### src/rtl/instruction_fetch.sv
// Instruction fetch stage feeding control_unit: writable program memory, program
// counter and instruction register. The presented word stays stable while the
// control unit works through an instruction; the stage advances on run && done1.
// Optional feature: define IFETCH_HALT_EN to make 16'hFFFF a halt word.
module instruction_fetch #(
    parameter int unsigned ADDR_W = 4,
    parameter int unsigned DATA_W = 16
) (
    input  logic              clk,
    input  logic              reset,
    input  logic              run,
    input  logic              done1,
    input  logic              jump_en,
    input  logic [ADDR_W-1:0] jump_target,
    input  logic              prog_we,
    input  logic [ADDR_W-1:0] prog_addr,
    input  logic [DATA_W-1:0] prog_data,
    output logic [DATA_W-1:0] instruction,
    output logic [ADDR_W-1:0] pc,
    output logic              halted,
    output logic [15:0]       retired
);

    localparam int unsigned Depth = 2 ** ADDR_W;
    // J-type NOP: presented out of reset and while halted
    localparam logic [DATA_W-1:0] NopWord = DATA_W'(16'h0002);
`ifdef IFETCH_HALT_EN
    localparam logic [DATA_W-1:0] HaltWord = '1;
`endif

`ifdef IFETCH_HALT_EN
    typedef enum logic [1:0] {StFetch, StHold, StIdle, StHalt} state_e;
`else
    typedef enum logic [1:0] {StFetch, StHold, StIdle} state_e;
`endif

    state_e              state_q, state_d;
    logic [DATA_W-1:0]   instr_q, instr_d;
    logic [ADDR_W-1:0]   pc_q, pc_d;
    logic [15:0]         retired_q, retired_d;
    logic [DATA_W-1:0]   mem_q [Depth];
    logic [DATA_W-1:0]   rd_word;
    logic                adv;
    logic                frozen;

    assign rd_word = mem_q[pc_q];
    assign adv     = run && done1;

`ifdef IFETCH_HALT_EN
    assign frozen = (state_q == StHalt);
`else
    assign frozen = 1'b0;
`endif

    // Program memory: not reset, writable only while the core is stopped
    always_ff @(posedge clk) begin
        if (prog_we && !run) begin
            mem_q[prog_addr] <= prog_data;
        end
    end

    // State register plus PC, instruction register and retire counter
    always_ff @(posedge clk or posedge reset) begin
        if (reset) begin
            state_q   <= StFetch;
            instr_q   <= NopWord;
            pc_q      <= '0;
            retired_q <= '0;
        end else begin
            state_q   <= state_d;
            instr_q   <= instr_d;
            pc_q      <= pc_d;
            retired_q <= retired_d;
        end
    end

    // Next-state logic
    always_comb begin
        state_d = state_q;
        case (state_q)
            StFetch: begin
                state_d = StHold;
`ifdef IFETCH_HALT_EN
                if (rd_word == HaltWord) begin
                    state_d = StHalt;
                end
`endif
            end
            StHold: begin
                if (adv) begin
                    state_d = StFetch;
                end else if (!run) begin
                    state_d = StIdle;
                end
            end
            StIdle: begin
                if (adv) begin
                    state_d = StFetch;
                end else if (run) begin
                    state_d = StHold;
                end
            end
`ifdef IFETCH_HALT_EN
            StHalt: state_d = StHalt;
`endif
            default: state_d = StFetch;
        endcase
    end

    // Datapath updates: instruction reload per state, PC/retire step on advance
    always_comb begin
        instr_d   = instr_q;
        pc_d      = pc_q;
        retired_d = retired_q;
        case (state_q)
            StFetch: begin
                instr_d = rd_word;
`ifdef IFETCH_HALT_EN
                // A halt word is never presented to the control unit
                if (rd_word == HaltWord) begin
                    instr_d = NopWord;
                end
`endif
            end
            StIdle: instr_d = rd_word;
`ifdef IFETCH_HALT_EN
            StHalt: instr_d = NopWord;
`endif
            default: instr_d = instr_q;
        endcase
        if (adv && !frozen) begin
            pc_d      = jump_en ? jump_target : pc_q + 1'b1;
            retired_d = retired_q + 16'd1;
        end
    end

    assign instruction = instr_q;
    assign pc          = pc_q;
    assign retired     = retired_q;
    assign halted      = frozen;

endmodule

### config.mk
export PLATFORM = sky130hd
export DESIGN_NAME = instruction_fetch
export DESIGN_NICKNAME = d
export VERILOG_FILES = /design/src/rtl/instruction_fetch.sv
export SDC_FILE = /design/constraint.sdc
export NUM_CORES = 1
export LEC_CHECK = 0
export CAP_MARGIN = 20
export CORE_UTILIZATION = 57
export CTS_CLUSTER_SIZE = 40
export DETAILED_ROUTE_END_ITERATION = 16
export DONT_BUFFER_PORTS = 1
export HOLD_SLACK_MARGIN = 0.08
export PLACE_DENSITY = 0.82
export SYNTH_ARGS = -nofsm -noshare
export SYNTH_HDL_FRONTEND = slang
export SYNTH_SLANG_ARGS = --single-unit
### constraint.sdc
create_clock -name clk -period 1.7 [get_ports clk]
set_clock_uncertainty 0.15 [all_clocks]
set_input_delay 0.34 -clock clk [delete_from_list [all_inputs] [get_ports clk]]
set_output_delay 0.34 -clock clk [all_outputs]
set_load 0.1 [all_outputs]
==> results.sh <==
export IMPL_status="complete, but fails checks"
export IMPL_violations="setup timing"
export IMPL_cpPeakStageDelay_ns=0.58
export IMPL_netlist_area_mm2=0.0115
export IMPL_slew_viol_final=0
export IMPL_cts_tree="built"
export IMPL_crit_arrival_ns=2.35
export IMPL_clockBufferDepth=3
export IMPL_cp_slowest_cell="mux4_1"
export IMPL_num_rows=51
export IMPL_dr_pass1_iters=5
export IMPL_rsz0062_at_grt="yes"
export IMPL_drive_gt1_frac=0.375
export IMPL_die_area_mm2=0.0208
export IMPL_synth_cell_type_count=41
export IMPL_vias_per_cell=6.64
export IMPL_setup_viol=24
export IMPL_final_setup_tns_ns=-5.65
export IMPL_min_period_over_period=1.24
export IMPL_path_cells="buf_8, mux4_1, mux2_2, o22ai_1, nor2_1"
export IMPL_drtAntennaViolNets=0
export IMPL_power_switching_mw=7.53
export IMPL_die_h_um=144
export IMPL_synth_seq_area_share=0.750
export IMPL_hp_start="run"
export IMPL_overflow=0
export IMPL_cp_required_ns=1.95
export IMPL_power_leakage_nw=5.03
export IMPL_fillCellCount=1012
export IMPL_cap_violations=0
export IMPL_p_clk_frac=0.295
export IMPL_fin_crit_ns=2.10
export IMPL_met3_usage=0.0503
export IMPL_grt_busiest_layer="met2"
export IMPL_swShare=0.342
export IMPL_drtIter0Drc=924
export IMPL_pwr_share_comb=0.313
export IMPL_area_delta_synth_final_pct=28.0
export IMPL_post_place_cells=922
export IMPL_num_vias=6823
export IMPL_nets=770
export IMPL_whs_endpoint="state_q[1]"
export IMPL_syn_num_nets=635
export IMPL_htree_levels=1
export IMPL_syn_inst=603
export IMPL_holdWs_ns=0.128
export IMPL_cts_clk_slew_worst_paths_ns=0.06
export IMPL_path_max_fanout=7
export IMPL_numCtsBuffers=29
export IMPL_synth_top_cell_area_share=0.667
export IMPL_grt_pass1_vias=6821
export IMPL_worstHoldPathCells=2
export IMPL_vdd_drop_max_mv=1.13
export IMPL_path_delay_family="multiplexers"
export IMPL_wl_per_cell_um=30.3
export IMPL_cp_end_kind="flop"
export IMPL_synth_area_leaders="edfxtp_1 (67%), dfrtp_1 (8.0%), mux4_1 (5.0%)"
export IMPL_reg2reg_to="instruction[4]"
export IMPL_grt_max_degree=35
export IMPL_crit_buf_inv=1
export IMPL_place_hpwl_mm=15.1
export IMPL_io_pins=67
export IMPL_start_util=0.586
export IMPL_gp_congestion=0.752
export IMPL_ff2ff_path_depth=5
export IMPL_core_area_mm2=0.0197
export IMPL_clock_latency_ns=0.55
export IMPL_worst_slack_ns=-0.400
export IMPL_cts_root_buf="clkbuf_16"
export IMPL_rrSetupSlack_ns=-0.40
export IMPL_syn_avg_cell_area_um2=19.1
export IMPL_p_int_mw=14.5
export IMPL_fmax_ghz=0.476
export IMPL_synthFlopType="edfxtp_1"
export IMPL_async_flop_share=0.129
export IMPL_met1_usage=0.373
export IMPL_ys_seq_elements=294
export IMPL_hold_violations=0
export IMPL_track_usage=0.290
export IMPL_criticalPathCategory="flop to flop"
export IMPL_relSlewSlack=0.520
export IMPL_wirelength_mm=31.1
export IMPL_yosysWarnings=0
export IMPL_power_density_mw_per_mm2=1490
export IMPL_hold_class="primary input to flop"
export IMPL_reg2reg_from="pc[0]"
export IMPL_synth_top_area_cell="edfxtp_1"
export IMPL_die_x_um=144
export IMPL_antenna_found_initial=3
export IMPL_setup_worst_path_start_class="flop"
export IMPL_p_seq_frac=0.393
export IMPL_io_buffers=0
export IMPL_use_met2=0.479
export IMPL_synth_edf_count=256
export IMPL_cts_sinks=294
export IMPL_grt_pass1_wl_mm=42.1
export IMPL_dp_slack_ns=-0.335
export IMPL_worstMarginPinSlew_ns=0.718
export IMPL_synth_common_cells="edfxtp_1 (256), mux2i_1 (51), dfrtp_1 (37)"
export IMPL_drc=0
export IMPL_synth_most_common_cell="edfxtp_1"
export IMPL_final_cells=1027
[flip-flops by register name (all words and copies together) (netlist names)]
| name | count |
|---|---|
| mem_q | 256 |
| instruction | 16 |
| pc | 4 |
| retired | 16 |
| state_q | 2 |
[metal layers]
metal | part of all wire | up-vias
li1 | - | 2701
met1 | 0.36 | 3472
met2 | 0.51 | 547
met3 | 0.095 | 99
met4 | 0.036 | 4
met5 | 0.00074 | -
[worst max-delay path by stage]
stage          cells past startpoint   from               to
2_1_floorplan                      6  pc[0]   instruction[0]
5_1_grt                            6  pc[0]   instruction[3]
6_report                           5  pc[0]   instruction[4]
3_5_place_dp                       6  pc[0]   instruction[2]
4_1_cts                            6  pc[0]   instruction[0]
3_3_place_gp                       6  pc[0]  instruction[11]
[power groups by stage]
stage | sequential (mW) | combinational (mW) | clock (mW)
2_1_floorplan | 10.7 | 2.00 | 0
3_3_place_gp | 8.73 | 5.04 | 0
3_5_place_dp | 8.77 | 5.17 | 0
4_1_cts | 8.58 | 6.14 | 6.39
5_1_grt | 8.66 | 7.08 | 6.76
6_report | 8.65 | 6.88 | 6.49
[repair_timing]
item / 4_1_cts / 5_1_grt
pin swaps: 3 / 4
endpoints found under the setup margin: 46 / 45
gates resized for setup: 80 / 54
cloned: 0 / 4
buffers inserted: 14 / 6
hold buffers: 26 / 0
hold endpoints to repair: 377 / 0
[cells in the final DEF, fill, tap and decap left out, types with 16 or more instances in the layout]
master,instances
buf_6,22
buf_12,40
buf_4,37
clkbuf_16,32
mux2i_1,50
mux4_2,38
nand2_1,16
o22ai_1,25
dfrtp_1,19
dlygate4sd3_1,25
edfxtp_1,256
[cells by family after synthesis]
group | share of synthesized area
mux | 0.146
compound gates | 0.0323
other cells | 0.000326
flops | 0.750
simple gates | 0.0398
buf+inv | 0.0169
fa+ha+maj | 0.00217
xor+xnor | 0.0122
[stage by stage]
step                utilization  power, mW  cell area [um^2]
floorplan                     -       12.7             11700
global placement          0.647       13.8             12700
detailed placement        0.647       13.9             12700
CTS                       0.731       21.1             14400
global route              0.750       22.5             14700
finish                    0.750       22.0             14700
[layout make-up]
cell class              count  area, um^2  area share
clock buffers              35         768      0.0521
clock inverters            19         181      0.0123
well taps                 265         332      0.0225
multi-input cells         278        3010       0.204
flip-flops and latches    294        8700       0.590
diodes                      1        2.50    0.000170
repair buffers            133        1750       0.119
inverters                   2        7.51    0.000509
Power figures use the tool's default switching activity.
